$ cat src/rtl/gray_monitor.sv
// gray_monitor: checks an up-counting 3-bit Gray stream, decodes it, and counts legal wraps
module gray_monitor (
    input  logic       i_clk,
    input  logic       i_rst_n,
    input  logic       i_en,
    input  logic [2:0] i_gray_in,
    input  logic       i_clear,
    output logic [2:0] o_output,
    output logic       o_overflow,
    output logic       o_locked,
    output logic       o_error,
    output logic [7:0] o_wrap_count
);
    typedef enum logic [1:0] {
        S_UNLOCKED = 2'd0,
        S_LOCKED   = 2'd1,
        S_ERROR    = 2'd2
    } state_t;

    state_t     r_state, w_state_nxt;
    logic [2:0] r_ref, w_ref_nxt;
    logic [2:0] r_out, w_out_nxt;
    logic       r_ovf, w_ovf_nxt;
    logic [7:0] r_wrap, w_wrap_nxt;
    logic [2:0] w_bin;
    logic       w_step;
    logic       w_wrap;

    assign w_bin  = {i_gray_in[2], ^i_gray_in[2:1], ^i_gray_in};
    assign w_step = w_bin == r_out + 3'd1;
    assign w_wrap = w_bin == 3'd0;

    // State register and all registered outputs; reset forces everything to zero at once
    always_ff @(posedge i_clk or negedge i_rst_n) begin
        if (!i_rst_n) begin
            r_state <= S_UNLOCKED;
            r_ref   <= '0;
            r_out   <= '0;
            r_ovf   <= 1'b0;
            r_wrap  <= '0;
        end else begin
            r_state <= w_state_nxt;
            r_ref   <= w_ref_nxt;
            r_out   <= w_out_nxt;
            r_ovf   <= w_ovf_nxt;
            r_wrap  <= w_wrap_nxt;
        end
    end

    // Next-state logic: Clear beats En; in LOCKED only a repeat or a +1 step is legal
    always_comb begin
        w_state_nxt = r_state;
        w_ref_nxt   = r_ref;
        w_out_nxt   = r_out;
        w_ovf_nxt   = 1'b0;
        w_wrap_nxt  = r_wrap;
        if (i_clear) begin
            w_state_nxt = S_UNLOCKED;
            w_wrap_nxt  = '0;
        end else if (i_en) begin
            case (r_state)
                S_UNLOCKED: begin
                    w_state_nxt = S_LOCKED;
                    w_ref_nxt   = i_gray_in;
                    w_out_nxt   = w_bin;
                end
                S_LOCKED: begin
                    if (i_gray_in != r_ref) begin
                        if (w_step) begin
                            w_ref_nxt  = i_gray_in;
                            w_out_nxt  = w_bin;
                            w_ovf_nxt  = w_wrap;
                            w_wrap_nxt = (w_wrap && r_wrap != 8'hff) ? r_wrap + 8'd1 : r_wrap;
                        end else begin
                            w_state_nxt = S_ERROR;
                        end
                    end
                end
                default: w_state_nxt = r_state;
            endcase
        end
    end

    assign o_output     = r_out;
    assign o_overflow   = r_ovf;
    assign o_locked     = r_state == S_LOCKED;
    assign o_error      = r_state == S_ERROR;
    assign o_wrap_count = r_wrap;
endmodule

$ cat config.mk
export PLATFORM = sky130hd
export DESIGN_NAME = gray_monitor
export DESIGN_NICKNAME = d
export VERILOG_FILES = /design/src/rtl/gray_monitor.sv
export SDC_FILE = /design/constraint.sdc
export NUM_CORES = 1
export LEC_CHECK = 0
export ABC_CLOCK_PERIOD_IN_PS = 2300
export BUFFER_PORTS_ARGS = -buffer_cell sky130_fd_sc_hd__buf_2
export CELL_PAD_IN_SITES_DETAIL_PLACEMENT = 1
export CELL_PAD_IN_SITES_GLOBAL_PLACEMENT = 2
export CORE_MARGIN = 5
export CORE_UTILIZATION = 33
export CTS_CLUSTER_SIZE = 8
export DETAILED_ROUTE_END_ITERATION = 6
export PLACE_DENSITY_LB_ADDON = 0.1
export SETUP_SLACK_MARGIN = 0.1
export SYNTH_ARGS = -nofsm -noshare
export SYNTH_HDL_FRONTEND = slang
export SYNTH_SLANG_ARGS = --single-unit
export TNS_END_PERCENT = 20
$ cat constraint.sdc
create_clock -name i_clk -period 2.3 [get_ports i_clk]
set_input_delay 0.115 -clock i_clk [delete_from_list [all_inputs] [get_ports i_clk]]
set_output_delay 0.115 -clock i_clk [all_outputs]
set_load 0.01 [all_outputs]
==> impl_metrics.ini, run 1 <==
[critical_path]
r2r_start = o_output[1]
rrSetupSlack_ns = 0.22
endpoint = o_wrap_count[6]
r2r_cells = 7
critPathMaxFanout = 16
cp_data_arrival_time_ns = 2.29
critPathKind = register to register
cp.required_ns = 2.52
cp-start-kind = register
cp-startpoint = o_output[1]
critPathCaptureType = register
timing.rr.end = o_wrap_count[6]

[yosys]
yosysTopAreaCell = dfrtp_1
synth_seq_area_share = 0.355
netlist_instances = 119
synth.area.top_cells = dfrtp_1 36%, nand3_1 4.9%, clkbuf_8 4.9%
syn_nets = 128
synthDominantCellAreaShare = 0.355
synthesis.area_um2 = 1130
synth.distinct_cells = 42
yosys_register_bits = 16
synth.avg_cell_area_um2 = 9.47
yosysWarnings = 0

[die]
start_util = 0.341
io_pins = 21
dieArea_um2 = 4680
die_y_um = 68.4
core_um2 = 3310
die_x_um = 68.4
rows = 21

[min_path]
hp-class = input pin to register

[sta]
finalSetupViolations = 0
max_freq_mhz = 482
post-route-min-period_ns = 2.08
slew_viol_final = 0
fin_tns_setup_ns = 0
tightest_slew_ns = 0.395
maxSlewHeadroom = 0.737
hold_violations = 0
rsz0062_at_grt = no
min_period_over_period = 0.902
finalWorstSetupSlack_ns = 0.225
skew_ns = 0.00793

[power_and_ir_drop]
power.density_nw_per_um2 = 867
peakVddDrop_v = 0.000210
leakagePower_uw = 0.000568

[clock_tree]
clock_path_buffers = 2
cts_sinks = 16
clock_latency_ns = 0.29
cts_tree = yes
htreeDepth = 1
cts.clk_slew.worst_paths_ns = 0.11
cts_made_buffers = 3
cts_root_buf = clkbuf_4

[grt]
grt_pass1_wl_um = 5190
antenna_found_initial = 0
globalRoute.busiestLayer = met2
first_global_vias = 1045
grt_max_degree = 17
use_met1 = 0.192
globalRouteOverflowTotal = 0
track_usage = 0.148
globalRouteMet3Util = 0.0164
gr-usage-met2 = 0.254

[detailed_routing]
drt-pass1-iter-count = 4
vias = 1009
ant_nets = 0
drtIter0Drc = 70
route.detailed.drc = 0
routed_via_density = 5.42
wl_per_cell_um = 15.9
drt_wl_total_um = 2960

[layout]
final_cell_area_um2 = 1290
nNetsFinal = 150
antenna_cells = 0
stdcell_count = 186
drive_above_1_share = 0.293
final_common_cell = buf_2
final_util = 0.390
final_cell_mix = 20 x buf_2, 16 x dfrtp_1, 11 x nand3_1, 9 x nand2_1
area_delta_synth_final_pct = 14.5

[placement]
placed_area_um2 = 1230
placed_cells = 180
dp_hpwl_um = 2200
io_buffer_count = 20
place_congestion = 0.761
dp_slack_ns = 0.181

[job]
cap_violations = 0

[status]
status = finished clean
==> through the flow <==
stage               hold WS, ns  total power (uW)
floorplan                -0.181               781
global placement         0.0631               892
detailed placement       0.0657               912
CTS                       0.115              1110
global route              0.166              1210
finish                    0.119              1120
==> worst max-delay path, cell delays in order (launching register included) <==
cell and delay (ns):
dfrtp_1 0.42, ha_1 0.30, xor2_1 0.15, nor3_1 0.22
o21ai_2 0.10, buf_6 0.16, or4_1 0.50, a21oi_1 0.15
==> layer usage <==
| layer | part of all wire | wire, um | vias to the layer above |
|---|---|---|---|
| met3 | 0.028 | 84 | 2 |
| li1 | - | - | 488 |
| met1 | 0.49 | 1450 | 505 |
| met4 | 0.0051 | 15 | 0 |
| met2 | 0.48 | 1410 | 14 |
| met5 | 0 | 0 | - |
==> cell usage after synthesis (all sizes together) <==
cell / n
xor3: 1
or3: 3
inv: 4
nor4b: 1
xnor2: 3
clkbuf: 7
mux2: 2
o211ai: 2
o311a: 3
a41oi: 2
o41ai: 1
o31a: 1
dfrtp: 16
nor3b: 1
nor3: 2
nand2b: 1
o21ba: 1
a221oi: 1
nand2: 9
nand3: 11
dlygate4sd3: 1
nor2b: 6
nor4: 2
or4: 3
nand4: 2
buf: 2
a21oi: 6
and3: 5
o311ai: 2
xor2: 4
ha: 2
o21ai: 4
and4: 1
o31ai: 3
nor2: 3
o21bai: 1
==> state kept, by name (all words and copies together) (netlist names) <==
register      count
o_overflow        1
r_state           2
o_wrap_count      8
r_ref             3
o_output          2
==> cell type report <==
cell class	count	area, um2
repair buffers	27	159
clock buffers	4	36.3
multi-input cells	89	623
well taps	46	57.6
inverters	4	15.0
fillers	424	2020
flip-flops and latches	16	400
==> report_power, final <==
group | switching (uW) | internal, uW
sequential | 64.9 | 331
combinational | 299 | 231
clock | 96.4 | 96.4
==> worst min-delay path by stage <==
stage / from / end / cells after the start
2_1_floorplan: i_rst_n / o_output[0] / 0
3_3_place_gp: i_rst_n / o_overflow / 1
3_5_place_dp: i_rst_n / o_overflow / 1
4_1_cts: i_en / r_state[1] / 3
6_report: i_en / r_state[1] / 3
5_1_grt: i_en / r_state[1] / 3
==> logic make-up after synthesis <==
logic type	Yosys count	synth area share
AND/OR/NAND/NOR	50	0.249
AO/OA/AOI/OAI	27	0.180
flip-flops	16	0.355
buffers and inverters	14	0.0977
XOR/XNOR	8	0.0766
multiplexers	2	0.0200
adder cells (fa/ha/maj)	2	0.0222
==> repair_timing <==
action                     in CTS  in global routing
buffers inserted                0                  1
hold endpoints to repair       16                  0
resized for setup               0                  2
setup endpoints to repair       0                  3
hold buffers                    1                  0
No activity file was read; power rests on OpenSTA's default activity.
==> run 2: changes to the inputs <==
- ABC_CLOCK_PERIOD_IN_PS: 2300 -> 2100
- clock period: 2.3 -> 2.1 ns (I/O delays scaled with it)
==> impl_metrics.ini, run 2 (synthesized netlist as in run 1, its figures left out) <==
[grt]
gr-usage-met2 = 0.263
track_usage = 0.163
globalRoute.busiestLayer = met2
use_met1 = 0.223
first_global_vias = 1110
grt_pass1_wl_um = 5650
globalRouteOverflowTotal = 0
globalRouteMet3Util = 0.0213
grt_max_degree = 17
antenna_found_initial = 0

[critical_path]
critPathMaxFanout = 7
critPathKind = register to register
critPathCaptureType = register
cp-startpoint = o_output[0]
cp-start-kind = register
r2r_start = o_output[0]
cp_data_arrival_time_ns = 2.20
cp.required_ns = 2.28

[detailed_routing]
vias = 1033
routed_via_density = 5.35
drtIter0Drc = 71
wl_per_cell_um = 16.9
route.detailed.drc = 0
drt_wl_total_um = 3260
ant_nets = 0
drt-pass1-iter-count = 4

[layout]
n_fill_cell = 400
largest_register_ffs = 8
antenna_cells = 0
drive_above_1_share = 0.388
final_common_cell = buf_2
nNetsFinal = 157
final_util = 0.440
area_delta_synth_final_pct = 29.2
final_cell_mix = 20 x buf_2, 16 x dfrtp_1, 11 x nand3_1, 10 x buf_4, 8 x nand2_1

[clock_tree]
cts_made_buffers = 3
cts_tree = yes
cts.clk_slew.worst_paths_ns = 0.10
cts_sinks = 16
cts_root_buf = clkbuf_4
clock_path_buffers = 2
htreeDepth = 1
clock_latency_ns = 0.29

[sta]
max_freq_mhz = 493
skew_ns = 0.00242
holdWs_ns = 0.118
post-route-min-period_ns = 2.03
slew_viol_final = 0
maxSlewHeadroom = 0.734
min_period_over_period = 0.966
rsz0062_at_grt = yes
hold_violations = 0
tightest_slew_ns = 0.399
finalSetupViolations = 0

[placement]
place_congestion = 0.723
dp_hpwl_um = 2220
io_buffer_count = 20

[min_path]
worstHoldStart = i_en
hp-class = input pin to register

[status]
status = finished clean

[die]
die_y_um = 68.4
rows = 21
dieArea_um2 = 4680
die_x_um = 68.4
start_util = 0.341
io_pins = 21
core_um2 = 3310

[job]
cap_violations = 0

[power_and_ir_drop]
power.density_nw_per_um2 = 1040
peakVddDrop_v = 0.000310
leakagePower_uw = 0.000618
## run 2: cell count changes in the layout (fill, tap and decap cells not counted), sizes merged
cell,before,now
buf,26,33
## run 2: routing by layer
metal | up-vias | routed length (um) | share of wire
met4 | 0 | 14 | 0.0043
met3 | 2 | 95 | 0.029
met5 | - | 0 | 0
met2 | 16 | 1630 | 0.50
li1 | 507 | - | -
met1 | 508 | 1520 | 0.47
## run 2: layout make-up
class	count	area, um2	share of cell area
Multi-Input combinational cell	89	728	0.500
Sequential cell	16	400	0.275
Timing Repair Buffer	34	219	0.150
Tap cell	46	57.6	0.0395
Clock buffer	4	36.3	0.0249
Inverter	4	15.0	0.0103
## run 2: critical path, stage by stage (launching register included)
cell	delay [ns]
dfrtp_1	0.42
ha_4	0.17
xor2_1	0.28
and3_4	0.26
o21ai_4	0.11
buf_6	0.16
and3_4	0.16
or3_1	0.37
## run 2: report_power, final
part,switching (uW),internal (uW)
clock,108,106
sequential,73.6,363
combinational,446,417
## run 2: timing repair
item / CTS / global route
hold endpoints to repair: 16 / 0
gates resized for setup: 7 / 16
hold buffers: 1 / 0
pin swaps: 5 / 9
setup buffers: 5 / 0
endpoints found under the setup margin: 7 / 13
## run 2: path summary, 6_finish.rpt
| kind | endpoint | slack, ns | cells past startpoint |
|---|---|---|---|
| worst max-delay path | o_output[1] | 0.07 | 7 |
| max in group asynchronous | o_wrap_count[6] | 1.56 | 2 |
| min in group asynchronous | r_state[1] | 0.25 | 2 |
| worst min-delay path | r_state[1] | 0.12 | 3 |
| worst min register to register | r_state[1] | 0.58 | 2 |
| worst max register to register | o_output[1] | 0.07 | 7 |
## run 2: per-stage QoR
step	instance area, um2	instances	setup slack [ns]	total power, uW	TNS [ns]
final	1460	193	0.0715	1510	0
after detailed placement	1260	183	0.00562	1040	0
after floorplan	1140	119	0.0812	883	0
after global placement	1260	183	0.0693	1020	0
after CTS	1380	193	0.0398	1420	0
after global routing	1460	193	-0.000874	1630	-0.000874
==> run 3: changes to the inputs <==
- BUFFER_PORTS_ARGS: -buffer_cell sky130_fd_sc_hd__buf_2 -> -buffer_cell sky130_fd_sc_hd__clkbuf_2
==> impl_metrics.ini, run 3 (synthesized netlist as in run 1, its figures left out) <==
[status]
status = finished clean

[grt]
grt_pass1_wl_um = 5530
first_global_vias = 1143
globalRouteOverflowTotal = 0
antenna_found_initial = 0
grt_max_degree = 17
track_usage = 0.159

[die]
die_y_um = 68.4
core_um2 = 3310
io_pins = 21
start_util = 0.341
die_x_um = 68.4
rows = 21
dieArea_um2 = 4680

[sta]
hold_violations = 0
finalSetupViolations = 0
min_period_over_period = 0.964
rsz0062_at_grt = yes
skew_ns = 0.00699
holdWs_ns = 0.131
post-route-min-period_ns = 2.02
slew_viol_final = 0
tightest_slew_ns = 0.434
max_freq_mhz = 494
maxSlewHeadroom = 0.711

[power_and_ir_drop]
switching_share = 0.425
sequentialPowerShare = 0.303
p_total_uw = 1430
leakagePower_uw = 0.000611
power.density_nw_per_um2 = 991
clockPowerShare = 0.116
p_comb_frac = 0.581
peakVddDrop_v = 0.000275
p_sw_uw = 610
p_int_uw = 825

[detailed_routing]
route.detailed.drc = 0
drt_wl_total_um = 3290
drtIter0Drc = 82
ant_nets = 0
drt-pass1-iter-count = 3
vias = 1041
wl_per_cell_um = 16.9
routed_via_density = 5.37

[layout]
largest_register_ffs = 8
n_fill_cell = 408
drive_above_1_share = 0.426
final_cell_mix = 20 x clkbuf_2, 16 x dfrtp_1, 13 x buf_4, 11 x nand3_1, 8 x nand2_1
stdcell_count = 194
final_common_cell = clkbuf_2
nNetsFinal = 159
antenna_cells = 0
area_delta_synth_final_pct = 28.4

[critical_path]
critPathCaptureType = register
rrSetupSlack_ns = 0.08
cp_slowest_cell = dfrtp_1
critPathMaxFanout = 7
critPathKind = register to register
cp-start-kind = register
r2r_cells = 6
timing.rr.end = o_wrap_count[5]
r2r_start = o_output[0]
max_stage_delay_ns = 0.43
crit_chain = ha_4 > xor2_2 > nor3_2 > o21ai_4 > nor4_2 > mux2_2
cp.required_ns = 2.27
cp_data_arrival_time_ns = 2.20

[clock_tree]
cts_root_buf = clkbuf_4
cts.clk_slew.worst_paths_ns = 0.10
clock_path_buffers = 2
cts_tree = yes
htreeDepth = 1
clock_latency_ns = 0.28
cts_made_buffers = 3
cts_sinks = 16

[placement]
dp_hpwl_um = 2270
place_congestion = 0.729
io_buffer_count = 20
placed_cells = 184

[min_path]
hp-class = input pin to register
hold_depth = 3
worstHoldStart = i_en
holdPathEnd = r_state[1]

[job]
cap_violations = 0
run 3: cell count changes in the layout (fill, tap and decap cells not counted), moves of 2 or more:
cell	previous run	this run
buf_4	10	13
buf_2	20	0
clkbuf_2	0	20
a21oi_2	2	4
run 3: worst max path at each step:
stage / endpoint / slack, ns / cells after the start / from
6_report: o_wrap_count[5] / 0.08 / 6 / o_output[0]
5_1_grt: o_output[1] / 0.003 / 7 / o_output[0]
4_1_cts: o_output[1] / 0.06 / 7 / o_output[1]
3_5_place_dp: o_wrap_count[0] / -0.05 / 7 / o_output[0]
3_3_place_gp: o_wrap_count[0] / 0.07 / 7 / o_output[0]
2_1_floorplan: o_wrap_count[5] / 0.08 / 6 / o_output[0]
run 3: per-stage QoR:
| stage | TNS, ns | utilization | cell area (um2) | setup slack, ns |
|---|---|---|---|---|
| final | 0 | 0.437 | 1450 | 0.0754 |
| after global placement | 0 | 0.384 | 1270 | 0.0665 |
| after detailed placement | -0.110 | 0.384 | 1270 | -0.0526 |
| after floorplan | 0 | - | 1140 | 0.0812 |
| after global routing | 0 | 0.437 | 1450 | 0.00310 |
| after CTS | 0 | 0.416 | 1380 | 0.0614 |
run 3: per-layer routing:
layer / track usage / routed length, um / vias to the layer above / part of all wire
met4: 0.0447 / 24 / 0 / 0.0073
met2: 0.272 / 1640 / 16 / 0.50
met5: 0 / 0 / - / 0
met3: 0.0246 / 88 / 4 / 0.027
met1: 0.205 / 1540 / 518 / 0.47
li1: - / - / 503 / -
run 3: what timing repair did:
| action | 4_1_cts | 5_1_grt |
|---|---|---|
| endpoints found under the hold margin | 16 | 0 |
| setup endpoints to repair | 11 | 12 |
| gates resized for setup | 8 | 14 |
| buffers inserted | 5 | 1 |
| hold buffers | 1 | 0 |
| pin swaps | 6 | 5 |
run 3: power groups by stage:
stage / Combinational [uW] / Clock (uW) / Sequential, uW
5_1_grt: 907 / 191 / 443
3_5_place_dp: 637 / 0 / 427
4_1_cts: 785 / 171 / 430
6_report: 834 / 166 / 435
3_3_place_gp: 603 / 0 / 422
2_1_floorplan: 442 / 0 / 441
run 3: layout make-up:
| cell class | count | area [um2] | share of cell area |
|---|---|---|---|
| multi-input cells | 89 | 722 | 0.499 |
| flip-flops and latches | 16 | 400 | 0.277 |
| repair buffers | 36 | 230 | 0.159 |
| well taps | 46 | 57.6 | 0.0398 |
| clock buffers | 3 | 22.5 | 0.0156 |
| inverters | 4 | 15.0 | 0.0104 |
run 3: worst max-delay path, delay by kind of cell, from the launching register on:
| kind | cells | cell delay [ns] |
|---|---|---|
| compound gates | 1 | 0.14 |
| simple gates | 2 | 0.57 |
| flops | 1 | 0.43 |
| xor+xnor | 1 | 0.16 |
| fa+ha+maj | 1 | 0.26 |
| mux | 1 | 0.36 |
